**config.mk**
```make
export PLATFORM = sky130hd
export DESIGN_NAME = alu_seq
export DESIGN_NICKNAME = d
export VERILOG_FILES = /design/src/rtl/alu_seq.sv
export SDC_FILE = /design/constraint.sdc
export NUM_CORES = 1
export LEC_CHECK = 0
export BUFFER_PORTS_ARGS = -buffer_cell sky130_fd_sc_hd__buf_2
export CAP_MARGIN = 0
export CORE_UTILIZATION = 30
export DETAILED_ROUTE_END_ITERATION = 10
export GPL_ROUTABILITY_DRIVEN = 0
export GPL_TIMING_DRIVEN = 0
export PLACE_DENSITY_LB_ADDON = 0.08
export REMOVE_ABC_BUFFERS = 1
export SYNTH_ARGS = -nofsm -noshare
export SYNTH_HDL_FRONTEND = slang
export SYNTH_SLANG_ARGS = --single-unit
```
**constraint.sdc**
```tcl
create_clock -name clk -period 5.45 [get_ports clk]
set_input_delay 1.09 -clock clk [delete_from_list [all_inputs] [get_ports clk]]
set_output_delay 1.09 -clock clk [all_outputs]
set_load 0.005 [all_outputs]
```
**src/rtl/alu_seq.sv**
```systemverilog
// Registered W-bit ALU with valid/ready handshakes on both sides.
// Single-cycle ops finish on accept; MUL and non-zero shifts iterate one step per BUSY cycle.
module alu_seq #(
    parameter int W      = 8,
    parameter bit MUL_EN = 1'b1
) (
    input  logic         clk,
    input  logic         rst_n,
    input  logic         in_valid,
    output logic         in_ready,
    input  logic [3:0]   op,
    input  logic [W-1:0] a,
    input  logic [W-1:0] b,
    output logic         out_valid,
    input  logic         out_ready,
    output logic [W-1:0] result,
    output logic         flag_zero,
    output logic         flag_carry
);

    localparam int LW = $clog2(W);
    localparam int CW = LW + 1;

    localparam logic [3:0] OP_ADD   = 4'd0;
    localparam logic [3:0] OP_SUB   = 4'd1;
    localparam logic [3:0] OP_CMP   = 4'd2;
    localparam logic [3:0] OP_MUL   = 4'd3;
    localparam logic [3:0] OP_BUF   = 4'd4;
    localparam logic [3:0] OP_NOT   = 4'd5;
    localparam logic [3:0] OP_AND   = 4'd6;
    localparam logic [3:0] OP_NAND  = 4'd7;
    localparam logic [3:0] OP_OR    = 4'd8;
    localparam logic [3:0] OP_NOR   = 4'd9;
    localparam logic [3:0] OP_XOR   = 4'd10;
    localparam logic [3:0] OP_XNOR  = 4'd11;
    localparam logic [3:0] OP_SHL   = 4'd12;
    localparam logic [3:0] OP_SHR   = 4'd13;
    localparam logic [3:0] OP_DEC   = 4'd14;
    localparam logic [3:0] OP_PASSB = 4'd15;

    typedef enum logic [1:0] {S_IDLE, S_BUSY, S_DONE} state_t;

    state_t           state_q, state_d;
    logic [CW-1:0]    cnt_q, cnt_d;
    logic [3:0]       op_q, op_d;
    logic [W-1:0]     a_q, a_d;
    logic [2*W-1:0]   acc_q, acc_d;
    logic [W-1:0]     res_q, res_d;
    logic             carry_q, carry_d;
    logic             zero_q, zero_d;

    logic             accept;
    logic [LW-1:0]    shamt;
    logic [W:0]       single;
    logic [W:0]       mul_sum;
    logic [W-1:0]     step_val;
    logic             step_c;

    // Returns {carry, result} for every op that completes on accept.
    function automatic logic [W:0] alu_single(input logic [3:0] f_op,
                                              input logic [W-1:0] x,
                                              input logic [W-1:0] y);
        logic [W:0]   r;
        logic [W+1:0] cmp;
        r   = '0;
        cmp = '0;
        case (f_op)
            OP_ADD:   r = {1'b0, x} + {1'b0, y};
            OP_SUB:   r = {1'b0, x} - {1'b0, y};
            OP_CMP: begin
                cmp[2] = (x > y);
                cmp[1] = (x == y);
                cmp[0] = (x < y);
                r      = {1'b0, cmp[W-1:0]};
            end
            OP_MUL:   r = '0;
            OP_BUF:   r = {1'b0, x};
            OP_NOT:   r = {1'b0, ~x};
            OP_AND:   r = {1'b0, x & y};
            OP_NAND:  r = {1'b0, ~(x & y)};
            OP_OR:    r = {1'b0, x | y};
            OP_NOR:   r = {1'b0, ~(x | y)};
            OP_XOR:   r = {1'b0, x ^ y};
            OP_XNOR:  r = {1'b0, ~(x ^ y)};
            OP_SHL:   r = {1'b0, x};
            OP_SHR:   r = {1'b0, x};
            OP_DEC:   r = {1'b0, x} - (W+1)'(1);
            OP_PASSB: r = {1'b0, y};
        endcase
        return r;
    endfunction

    assign in_ready  = (state_q == S_IDLE) || ((state_q == S_DONE) && out_ready);
    assign out_valid = (state_q == S_DONE);
    assign result    = res_q;
    assign flag_zero = zero_q;
    assign flag_carry = carry_q;

    assign accept  = in_valid && in_ready;
    assign shamt   = b[LW-1:0];
    assign single  = alu_single(op, a, b);
    // Multiplier sits in the low half of acc and is consumed LSB first.
    assign mul_sum = {1'b0, acc_q[2*W-1:W]} + (acc_q[0] ? {1'b0, a_q} : '0);

    always_comb begin
        state_d  = state_q;
        cnt_d    = cnt_q;
        op_d     = op_q;
        a_d      = a_q;
        acc_d    = acc_q;
        res_d    = res_q;
        carry_d  = carry_q;
        zero_d   = zero_q;
        step_val = '0;
        step_c   = 1'b0;

        case (state_q)
            S_BUSY: begin
                cnt_d = cnt_q - CW'(1);
                if (op_q == OP_MUL) begin
                    acc_d    = {mul_sum, acc_q[W-1:1]};
                    step_val = acc_d[W-1:0];
                    step_c   = |acc_d[2*W-1:W];
                end else if (op_q == OP_SHL) begin
                    a_d      = a_q << 1;
                    step_val = a_d;
                    step_c   = a_q[W-1];
                end else begin
                    a_d      = a_q >> 1;
                    step_val = a_d;
                    step_c   = a_q[0];
                end
                if (cnt_q == CW'(1)) begin
                    state_d = S_DONE;
                    res_d   = step_val;
                    carry_d = step_c;
                    zero_d  = (step_val == '0);
                end
            end
            S_DONE: begin
                if (out_ready) state_d = S_IDLE;
            end
            default: ;
        endcase

        if (accept) begin
            op_d  = op;
            a_d   = a;
            acc_d = {{W{1'b0}}, b};
            if (MUL_EN && (op == OP_MUL)) begin
                state_d = S_BUSY;
                cnt_d   = CW'(W);
            end else if (((op == OP_SHL) || (op == OP_SHR)) && (shamt != '0)) begin
                state_d = S_BUSY;
                cnt_d   = {1'b0, shamt};
            end else begin
                state_d = S_DONE;
                res_d   = single[W-1:0];
                carry_d = single[W];
                zero_d  = (single[W-1:0] == '0);
            end
        end
    end

    always_ff @(posedge clk or negedge rst_n) begin
        if (!rst_n) begin
            state_q <= S_IDLE;
            cnt_q   <= '0;
            res_q   <= '0;
            carry_q <= 1'b0;
            zero_q  <= 1'b0;
        end else begin
            state_q <= state_d;
            cnt_q   <= cnt_d;
            res_q   <= res_d;
            carry_q <= carry_d;
            zero_q  <= zero_d;
        end
    end

    // Operand/working registers are only meaningful after an accept, so they carry no reset.
    always_ff @(posedge clk) begin
        op_q  <= op_d;
        a_q   <= a_d;
        acc_q <= acc_d;
    end

endmodule

```
# --- After elaboration in Yosys (flattened, before gate mapping) ---
# Index checks and enable logic that the tools add are counted.
word_totals:
  reg_bits: 44
  latch_bits: 0
  ramBits: 0
  romBits: 0
  out_inout_bits: 12
  elab_cells: 104
  n_memories: 0
classes:
  add_sub_neg: 5
  multipliers: 0
  div_mod_pow: 0
  n_lt_le_gt_ge: 2
  n_eq_ne: 24
  shift: 0
  muxes: 38
  n_bitwise: 7
  n_reduce_logical: 19
ops:
  columns: ["op", "count"]
  rows:
  - ["one-hot mux 9 bit (14 select lines)", 1]
  - ["2-to-1 mux 8 bit", 15]
  - ["equality test 4 bit (second input constant)", 9]
  - ["inverter 8 bit", 4]
  - ["adder 8 x 8 -> 9 bit", 2]
  - ["equality test 4 x 3 -> 1 bit (second input constant)", 4]
  - ["logical NOT 8 bit", 2]
  - ["2-to-1 mux 4 bit", 4]
  - ["equality test 4 x 2 -> 1 bit (second input constant)", 3]
  - ["2-to-1 mux 1 bit", 12]
  - ["2-to-1 mux 2 bit", 5]
  - ["subtractor 8 x 1 -> 9 bit (second input constant)", 1]
  - ["subtractor 8 x 8 -> 9 bit", 1]
  - ["bitwise AND 8 bit", 1]
  - ["equality test 4 x 1 -> 1 bit (second input constant)", 2]
  - ["equality test 8 bit", 1]
  - ["> comparator 8 bit", 1]
  - ["less-than comparator 8 bit", 1]
  - ["OR 8 bit", 1]
  - ["OR reduction 8 bit", 1]
  - ["XOR 8 bit", 1]
  - ["AND reduction 2 bit", 3]
  - ["nonzero test 3 bit", 2]
  - ["logical NOT 4 bit", 1]
  - ["other kinds (13)", 17]

# --- Longest topological paths before layout ---
# Gate-level depths: netlist of run 1.
logic_depth:
  word_depth: 10
  depth_mapped: 15

# --- Least setup slack after synthesis of run 1 ---
# OpenSTA, ideal clock, no wires.
synth_path:
  path_type: "in2reg"
  from: "in op[1]"
  to: "reg carry_q, in the netlist flag_carry"
  arrival_time_ps: 3607
  required_ps: 5314
  slack_ps: 1706
  cell_stages: 15
  path_buffers: 2
  cell_sequence: "buf_4 nand2b_1 or2_2 clkbuf_1 nand2_1 ha_1 inv_1 fa_1 a211oi_1 o21bai_1 a21oi_1 o21ai_0 xor2_1 a221oi_1 a311oi_1"
synth_via:
  elab_chain_cells: 6
synth_lines:
  columns: ["item", "line_no", "source"]
  rows:
  - ["start, declared", "11", "input logic [3:0] op,"]
  - ["equality test 4 bit or equality test 4 x 3 -> 1 bit (tied branches)", "67, 153", null]
  - ["OR reduction 3 bit (no source line) or logical OR 1 bit (tied branches)", null, null]
  - ["one-hot mux 9 bit (14 select lines) or logical AND 1 bit (tied branches)", "67, 153", null]
  - ["2-to-1 mux 1 bit", "153", "end else if (((op == OP_SHL) || (op == OP_SHR)) && (shamt != '0)) begin"]
  - ["2-to-1 mux 1 bit *", "150", "if (MUL_EN && (op == OP_MUL)) begin"]
  - ["2-to-1 mux 1 bit *", "146", "if (accept) begin"]
  - ["named net carry_d", "49", "logic carry_q, carry_d;"]
  - ["end signal, assigned", "176", "carry_q <= carry_d;"]
  - ["end, declared", "49", null]
# Mark *: on every way through the listed nets, which the timed path passes. The rest lies on a longest branch.
# A chain may end at the register's enable or synchronous reset.

# --- Worst setup path in the final report of run 1 ---
# Same ends and word-level chain as after synthesis.

==> results of run 1 <==
-- worst max-delay path, stage by stage --
cell                       delay (ns)
sky130_fd_sc_hd__buf_2           0.47
sky130_fd_sc_hd__nand2b_1        0.33
sky130_fd_sc_hd__or2_2           0.47
sky130_fd_sc_hd__nand2_1         0.11
sky130_fd_sc_hd__ha_1            0.17
sky130_fd_sc_hd__inv_1           0.06
sky130_fd_sc_hd__fa_1            0.43
sky130_fd_sc_hd__a211oi_1        0.32
sky130_fd_sc_hd__o21bai_1        0.15
sky130_fd_sc_hd__a21oi_1         0.23
sky130_fd_sc_hd__o21ai_0         0.14
sky130_fd_sc_hd__xor2_1          0.19
sky130_fd_sc_hd__a221oi_1        0.47
sky130_fd_sc_hd__a311oi_1        0.11
-- routing by layer --
layer / vias up / GRT usage, % / wire length [µm] / part of all wire (%)
li1: 2064 / - / - / -
met1: 1975 / 26.0 / 7230 / 48
met2: 97 / 32.9 / 7170 / 47
met3: 16 / 1.48 / 409 / 2.7
met4: 0 / 5.67 / 285 / 1.9
met5: - / 0 / 0 / 0
-- power breakdown --
part	switching [mW]	total [mW]	leakage, nW	internal [mW]
logic	0.153	0.241	1.56	0.0884
registers	0	0.344	0.420	0.344
clock network	0.133	0.348	0.0798	0.215
-- sequential cells by signal (all words and copies together) (netlist names) --
name / cells
result: 8
acc_q: 16
flag_zero: 1
state_q: 2
a_q: 8
flag_carry: 1
op_q: 4
cnt_q: 4
-- stage by stage --
stage	cell area, µm²	utilization, %	std cells	setup TNS (ns)	hold WS, ns
2_1_floorplan	4470	-	522	0	0.429
3_3_place_gp	4880	32.1	745	-0.673	0.439
3_5_place_dp	4930	32.4	749	0	0.456
4_1_cts	5090	33.5	757	0	0.471
5_1_grt	5090	33.5	757	0	0.489
6_report	5090	33.5	757	0	0.468
-- logic make-up (layout without fill, tap and decap cells) --
kind of cell / after synthesis / in the layout / synth area share (%)
simple gates: 194 / 194 / 21.2
fa+ha+maj: 47 / 47 / 13.0
mux: 19 / 19 / 4.14
buf+inv: 59 / 77 / 6.90
xor+xnor: 21 / 21 / 3.93
flops: 44 / 44 / 24.8
compound gates: 167 / 167 / 25.9
-- worst paths after layout --
kind,start,end,slack [ns],depth (start not counted)
max reg2reg,state_q[1],acc_q[1],2.38,6
max in group asynchronous,rst_n,state_q[0],4.45,1
min in group asynchronous,rst_n,result[6],0.71,1
min reg2reg,acc_q[15],acc_q[15],0.47,2
min,acc_q[15],acc_q[15],0.47,2
max,op[1],flag_carry,0.85,14
-- final cells by class --
| cell class | count | share of cell area, % |
|---|---|---|
| clock buffer | 5 | 2.46 |
| clock inverter | 3 | 0.835 |
| inverter | 30 | 2.21 |
| multi-input combinational | 448 | 63.0 |
| sequential | 44 | 22.8 |
| tap | 188 | 4.62 |
| timing repair buffer | 39 | 4.10 |
-- synth_stat cells, types with 4 or more instances --
library cell	count	area [µm²]
sky130_fd_sc_hd__nand2b_1	13	81.3
sky130_fd_sc_hd__ha_1	44	551
sky130_fd_sc_hd__o21ai_0	33	165
sky130_fd_sc_hd__nand2_1	51	191
sky130_fd_sc_hd__a22o_1	7	61.3
sky130_fd_sc_hd__a31oi_1	5	31.3
sky130_fd_sc_hd__a21oi_1	36	180
sky130_fd_sc_hd__buf_4	7	52.6
sky130_fd_sc_hd__o32ai_1	4	35.0
sky130_fd_sc_hd__nor2b_1	12	75.1
sky130_fd_sc_hd__or2_2	4	25.0
sky130_fd_sc_hd__nor4_1	4	25.0
sky130_fd_sc_hd__xor2_1	8	70.1
sky130_fd_sc_hd__dfrtp_1	16	400
sky130_fd_sc_hd__dfxtp_1	8	160
sky130_fd_sc_hd__a211oi_1	10	75.1
sky130_fd_sc_hd__nor2_1	46	173
sky130_fd_sc_hd__o22ai_1	6	37.5
sky130_fd_sc_hd__o31ai_1	6	45.0
sky130_fd_sc_hd__nand3_1	12	60.1
sky130_fd_sc_hd__nor3_1	12	60.1
sky130_fd_sc_hd__inv_1	27	101
sky130_fd_sc_hd__buf_2	6	30.0
sky130_fd_sc_hd__edfxtp_1	20	601
sky130_fd_sc_hd__mux2i_1	16	160
sky130_fd_sc_hd__or3_1	9	56.3
sky130_fd_sc_hd__a21o_1	9	67.6
sky130_fd_sc_hd__xnor2_1	13	114
sky130_fd_sc_hd__a2bb2oi_1	4	35.0
sky130_fd_sc_hd__and2_1	10	62.6
sky130_fd_sc_hd__buf_6	9	101
sky130_fd_sc_hd__clkbuf_1	7	26.3
sky130_fd_sc_hd__a221oi_1	4	35.0
==> Implementation_results.wiki, run 1 <==
{| class="wikitable"
! Metric !! Value
|-
| Type of the most critical hold path || register to register
|-
| Worst Path Required || 5.60 ns
|-
| Leak || a little over 2 nW
|-
| Via count of the routed design || 4152
|-
| Post-Route WL || 15100 µm
|-
| Skew final || between 0.005 and 0.006 ns
|-
| Share of cells above drive strength 1 || 14.1%
|-
| Unrepaired setup endpoints after global routing || false
|-
| DP HPWL || 11800 µm
|-
| Share of async-settable or async-resettable flops after synthesis || 36.4%
|-
| Number of resized instances in the post-cts repair step || 0
|-
| Relative slew slack || 22.0%
|-
| CTS tree || done
|-
| Area growth from synthesis to layout || 8.85%
|-
| Clock tree sinks || 44
|-
| Worst-margin pin slew || 1.15 ns
|-
| Final cycle utilization of the critical path || 84.4%
|-
| # diodes || 0
|-
| Number of port buffers || 35
|-
| Overflow left after global routing || 0
|-
| Maximum frequency from static timing analysis || 217 MHz
|-
| Share of the yosys chip area belonging to registers || 24.8%
|-
| Number of violations of the max-capacitance limit || 0
|-
| Post-route antenna net violation count || 0
|-
| Largest net degree at the start of global routing || 35
|-
| Area used by multi-input combinational logic || 3210 µm²
|-
| Ys flop type || sky130_fd_sc_hd__edfxtp_1
|-
| Wire length of the first global-routing pass || between 20000 and 25000 µm
|-
| Arrival time at the worst endpoint || 4.75 ns
|-
| Initial standard-cell utilization of the core || 30.8%
|-
| Setup slack after layout || 0.849 ns
|-
| Total power per unit cell area || 183 nW/µm²
|-
| CTS max path bufs || 2
|-
| Synthesized netlist cell count || roughly 550
|-
| Kind of critical path || input port to register
|-
| Most common cell after layout, fill and taps aside || sky130_fd_sc_hd__nand2_1
|-
| Syn Std Cell Area || roughly 4700 µm²
|-
| Total power draw || 934 µW
|-
| Initial antenna violation count || 0
|-
| Iteration count of the initial detailed-routing pass || 5
|-
| Post-synth EDFFs || 20
|-
| Number of clock buffers inserted by TritonCTS || 5
|-
| Crit path max fanout || 30
|-
| Sequential Area || 1160 µm²
|-
| Die footprint || 16100 µm²
|-
| Result of the run || complete, no violations
|-
| Clock network latency to the later pin of the worst-skew pair || between 0.2 and 0.3 ns
|-
| Core area || ~15000 µm²
|-
| Final setup violation count || 0
|-
| Site row count || 45
|-
| Clock-pin slew of the registers on the worst-case setup and hold paths || approximately 0.06 ns
|-
| Final hold viol count || 0
|-
| Peak ir drop on the vdd network || 0.000112 V
|-
| Initial detailed-routing violation count || 260
|-
| Count of state elements after synthesis || 44
|-
| Layout net count || 639
|-
| Count of distinct cell types in the synthesized netlist || 80
|-
| Ports || 36
|-
| Global-route total usage across every layer || roughly a fifth
|-
| Per-instance average area after synthesis || 8.49 µm²
|-
| WL/cell || ~20 µm
|-
| Level count of the clock H-tree || 2
|-
| Die outline height || 127 µm
|-
| FILL cells || 1639
|-
| Total of warnings raised by yosys || 0
|-
| Most frequent cells in the layout || sky130_fd_sc_hd__nand2_1, sky130_fd_sc_hd__nor2_1, sky130_fd_sc_hd__ha_1, sky130_fd_sc_hd__a21oi_1, sky130_fd_sc_hd__buf_2
|-
| Min Tclk post-route || 4.60 ns
|-
| Buffer count from post-CTS setup fixing || 0
|-
| Width of the die || 127 µm
|-
| Type of destination of the critical path || register
|-
| Pins over their slew limit || 0
|-
| CTS root buf || sky130_fd_sc_hd__clkbuf_16
|-
| Drt drc || 0
|-
| Detail-routed via count per cell || 5.48
|-
| # hold bufs at CTS || 0
|-
| Critical path launch point type || input port
|-
| Vias in the first global route || 4138
|-
| Pre-CTS WS || 0.545 ns
|}
No activity file was read; power rests on OpenSTA's default activity.
==> inputs of run 2 (changes only) <==
- clock period: 5.45 -> 4.2 ns (I/O delays scaled with it)
==> run 2 against run 1 <==
Effect of this change: worst hold slack lost 0.0045 ns; routed wire length rose by 0.26%; power increased by 30%; register-to-register slack got worse by 1.3 ns; design area rose by 0.37%; combinational power up 31%; largest cell class unchanged; highest routed layer unchanged.
==> Implementation_results.wiki, run 2 (synthesis results as in run 1) <==
{| class="wikitable"
! Metric !! Value
|-
| Min Tclk post-route || 4.07 ns
|-
| Worst hold slack || 0.464 ns
|-
| # hold bufs at CTS || 0
|-
| Number of resized instances in the post-cts repair step || 4
|-
| Final setup violation count || 0
|-
| Pre-CTS WS || -0.455 ns
|-
| TNS Setup || 0 ns
|-
| Clock tree sinks || between 40 and 50
|-
| Final hold viol count || 0
|-
| Buffer count from post-CTS setup fixing || 0
|-
| Placed cell area || 4930 µm²
|-
| Kind of critical path || input port to register
|-
| Via count of the routed design || 4185
|-
| Iteration count of the initial detailed-routing pass || 4
|-
| Post-Route WL || 15100 µm
|-
| FILL cells || 1634
|-
| Post-route antenna net violation count || 0
|-
| Busiest metal layer after global routing || met2
|-
| Internal reg-to-reg setup slack || 1.13 ns
|-
| Most frequent cells in the layout || sky130_fd_sc_hd__nand2_1, sky130_fd_sc_hd__nor2_1, sky130_fd_sc_hd__ha_1, sky130_fd_sc_hd__a21oi_1, sky130_fd_sc_hd__o21ai_0
|-
| Peak ir drop on the vdd network || 0.000145 V
|-
| Critical path launch point type || input port
|-
| Site row count || 45
|-
| Sequential Area || about 1200 µm²
|-
| Depth of the worst register-to-register path || 6
|-
| Die footprint || 16100 µm²
|-
| Worst-margin pin slew || roughly 1.2 ns
|-
| WL/cell || 20.0 µm
|-
| Routing usage on met2 || 32.9%
|-
| Number of clock buffers inserted by TritonCTS || 5
|-
| Pins over their slew limit || 0
|-
| Met1 demand-to-capacity share in global routing || 26.0%
|-
| Total power per unit cell area || 238 nW/µm²
|-
| Largest net degree at the start of global routing || 35
|-
| Area used by multi-input combinational logic || 3220 µm²
|-
| CTS root buf || sky130_fd_sc_hd__clkbuf_16
|-
| Ports || 36
|-
| RR Startpoint || state_q[1]
|-
| Final cycle utilization of the critical path || about 97%
|-
| Crit path max fanout || 32
|-
| Setup slack after layout || ~0.13 ns
|-
| Number of flip-flops in the largest register || 16
|-
| Type of the most critical hold path || input port to asynchronous set/reset pin
|-
| Clock network latency to the later pin of the worst-skew pair || 0.29 ns
|-
| Overflow left after global routing || 0
|-
| Worst Path Required || 4.39 ns
|-
| Level count of the clock H-tree || 2
|-
| CTS max path bufs || 2
|-
| DP HPWL || approximately 12000 µm
|-
| # diodes || 0
|-
| CTS tree || done
|-
| Utilization of the core after routing || 33.6%
|-
| Detail-routed via count per cell || ~5.5
|-
| Result of the run || complete, no violations
|-
| Layout net count || 639
|-
| Leak || approximately 2.1 nW
|-
| Wire length of the first global-routing pass || 23900 µm
|-
| Vias in the first global route || just over 4000
|-
| Area growth from synthesis to layout || 9.25%
|-
| Initial antenna violation count || 0
|-
| Skew final || 0.00574 ns
|-
| Clock-pin slew of the registers on the worst-case setup and hold paths || 0.07 ns
|-
| Global-route total usage across every layer || 19.3%
|-
| Unrepaired setup endpoints after global routing || false
|-
| Met3 global-route usage || 1.48%
|-
| Number of violations of the max-capacitance limit || 0
|-
| Largest register by flop count || acc_q
|-
| Width of the die || roughly 130 µm
|-
| R2r endpoint || acc_q[1]
|-
| Initial standard-cell utilization of the core || 30.8%
|-
| Die outline height || 127 µm
|-
| Type of destination of the critical path || register
|-
| Share of cells above drive strength 1 || 14.4%
|-
| Drt drc || 0
|-
| Arrival time at the worst endpoint || 4.26 ns
|-
| Final std cell area, no fill || 5110 µm²
|-
| Relative slew slack || 18.6%
|-
| Core area || ~15000 µm²
|-
| Maximum frequency from static timing analysis || between 200 and 250 MHz
|-
| Number of port buffers || 35
|-
| Most common cell after layout, fill and taps aside || sky130_fd_sc_hd__nand2_1
|-
| Initial detailed-routing violation count || 232
|}
[run 2: area by class of cell]
type / instances / share of cell area [%]
clock buffer: 5 / 2.45
clock inverter: 3 / 0.832
inverter: 30 / 2.20
multi-input combinational: 448 / 62.9
sequential: 44 / 22.7
tap: 188 / 4.60
timing repair buffer: 39 / 4.28
[run 2: routing by layer]
layer / wire [µm] / up-vias / part of all wire, %
met5: 0 / - / 0
met4: 284 / 0 / 1.9
met3: 361 / 15 / 2.4
met2: 7300 / 93 / 48
met1: 7190 / 2012 / 48
li1: - / 2065 / -
[run 2: worst max-delay path, cell delays in order]
cell                        delay, ns
sky130_fd_sc_hd__clkbuf_4        0.28
sky130_fd_sc_hd__nand2b_2        0.35
sky130_fd_sc_hd__or2_2           0.43
sky130_fd_sc_hd__nand2_1         0.16
sky130_fd_sc_hd__ha_1            0.23
sky130_fd_sc_hd__nor2b_1         0.15
sky130_fd_sc_hd__o31ai_2         0.24
sky130_fd_sc_hd__a21oi_1         0.17
sky130_fd_sc_hd__xor2_1          0.20
sky130_fd_sc_hd__a2111oi_2       0.75
sky130_fd_sc_hd__nand4_1         0.22
sky130_fd_sc_hd__o41ai_2         0.24
[run 2: worst max-delay path by stage]
stage,endpoint,slack (ns),start,depth (start not counted)
after global placement,acc_q[2],-1.08,out_ready,5
after global routing,flag_zero,0.001,op[0],12
after floorplan,acc_q[0],0.65,out_ready,4
final,flag_zero,0.13,op[0],12
after detailed placement,flag_carry,-0.45,op[1],14
after CTS,flag_carry,0.04,op[0],14
[run 2: power breakdown]
group | switching (mW) | leakage [nW] | internal [mW]
combinational | 0.200 | 1.57 | 0.116
clock | 0.173 | 0.0798 | 0.280
sequential | 0 | 0.420 | 0.447
total | 0.372 | 2.07 | 0.842
[run 2: through the flow]
step                      instances  power [mW]
after floorplan                 522       0.654
after global placement          745       0.765
after detailed placement        749       0.766
after CTS                       757        1.22
after global routing            757        1.27
final                           757        1.21
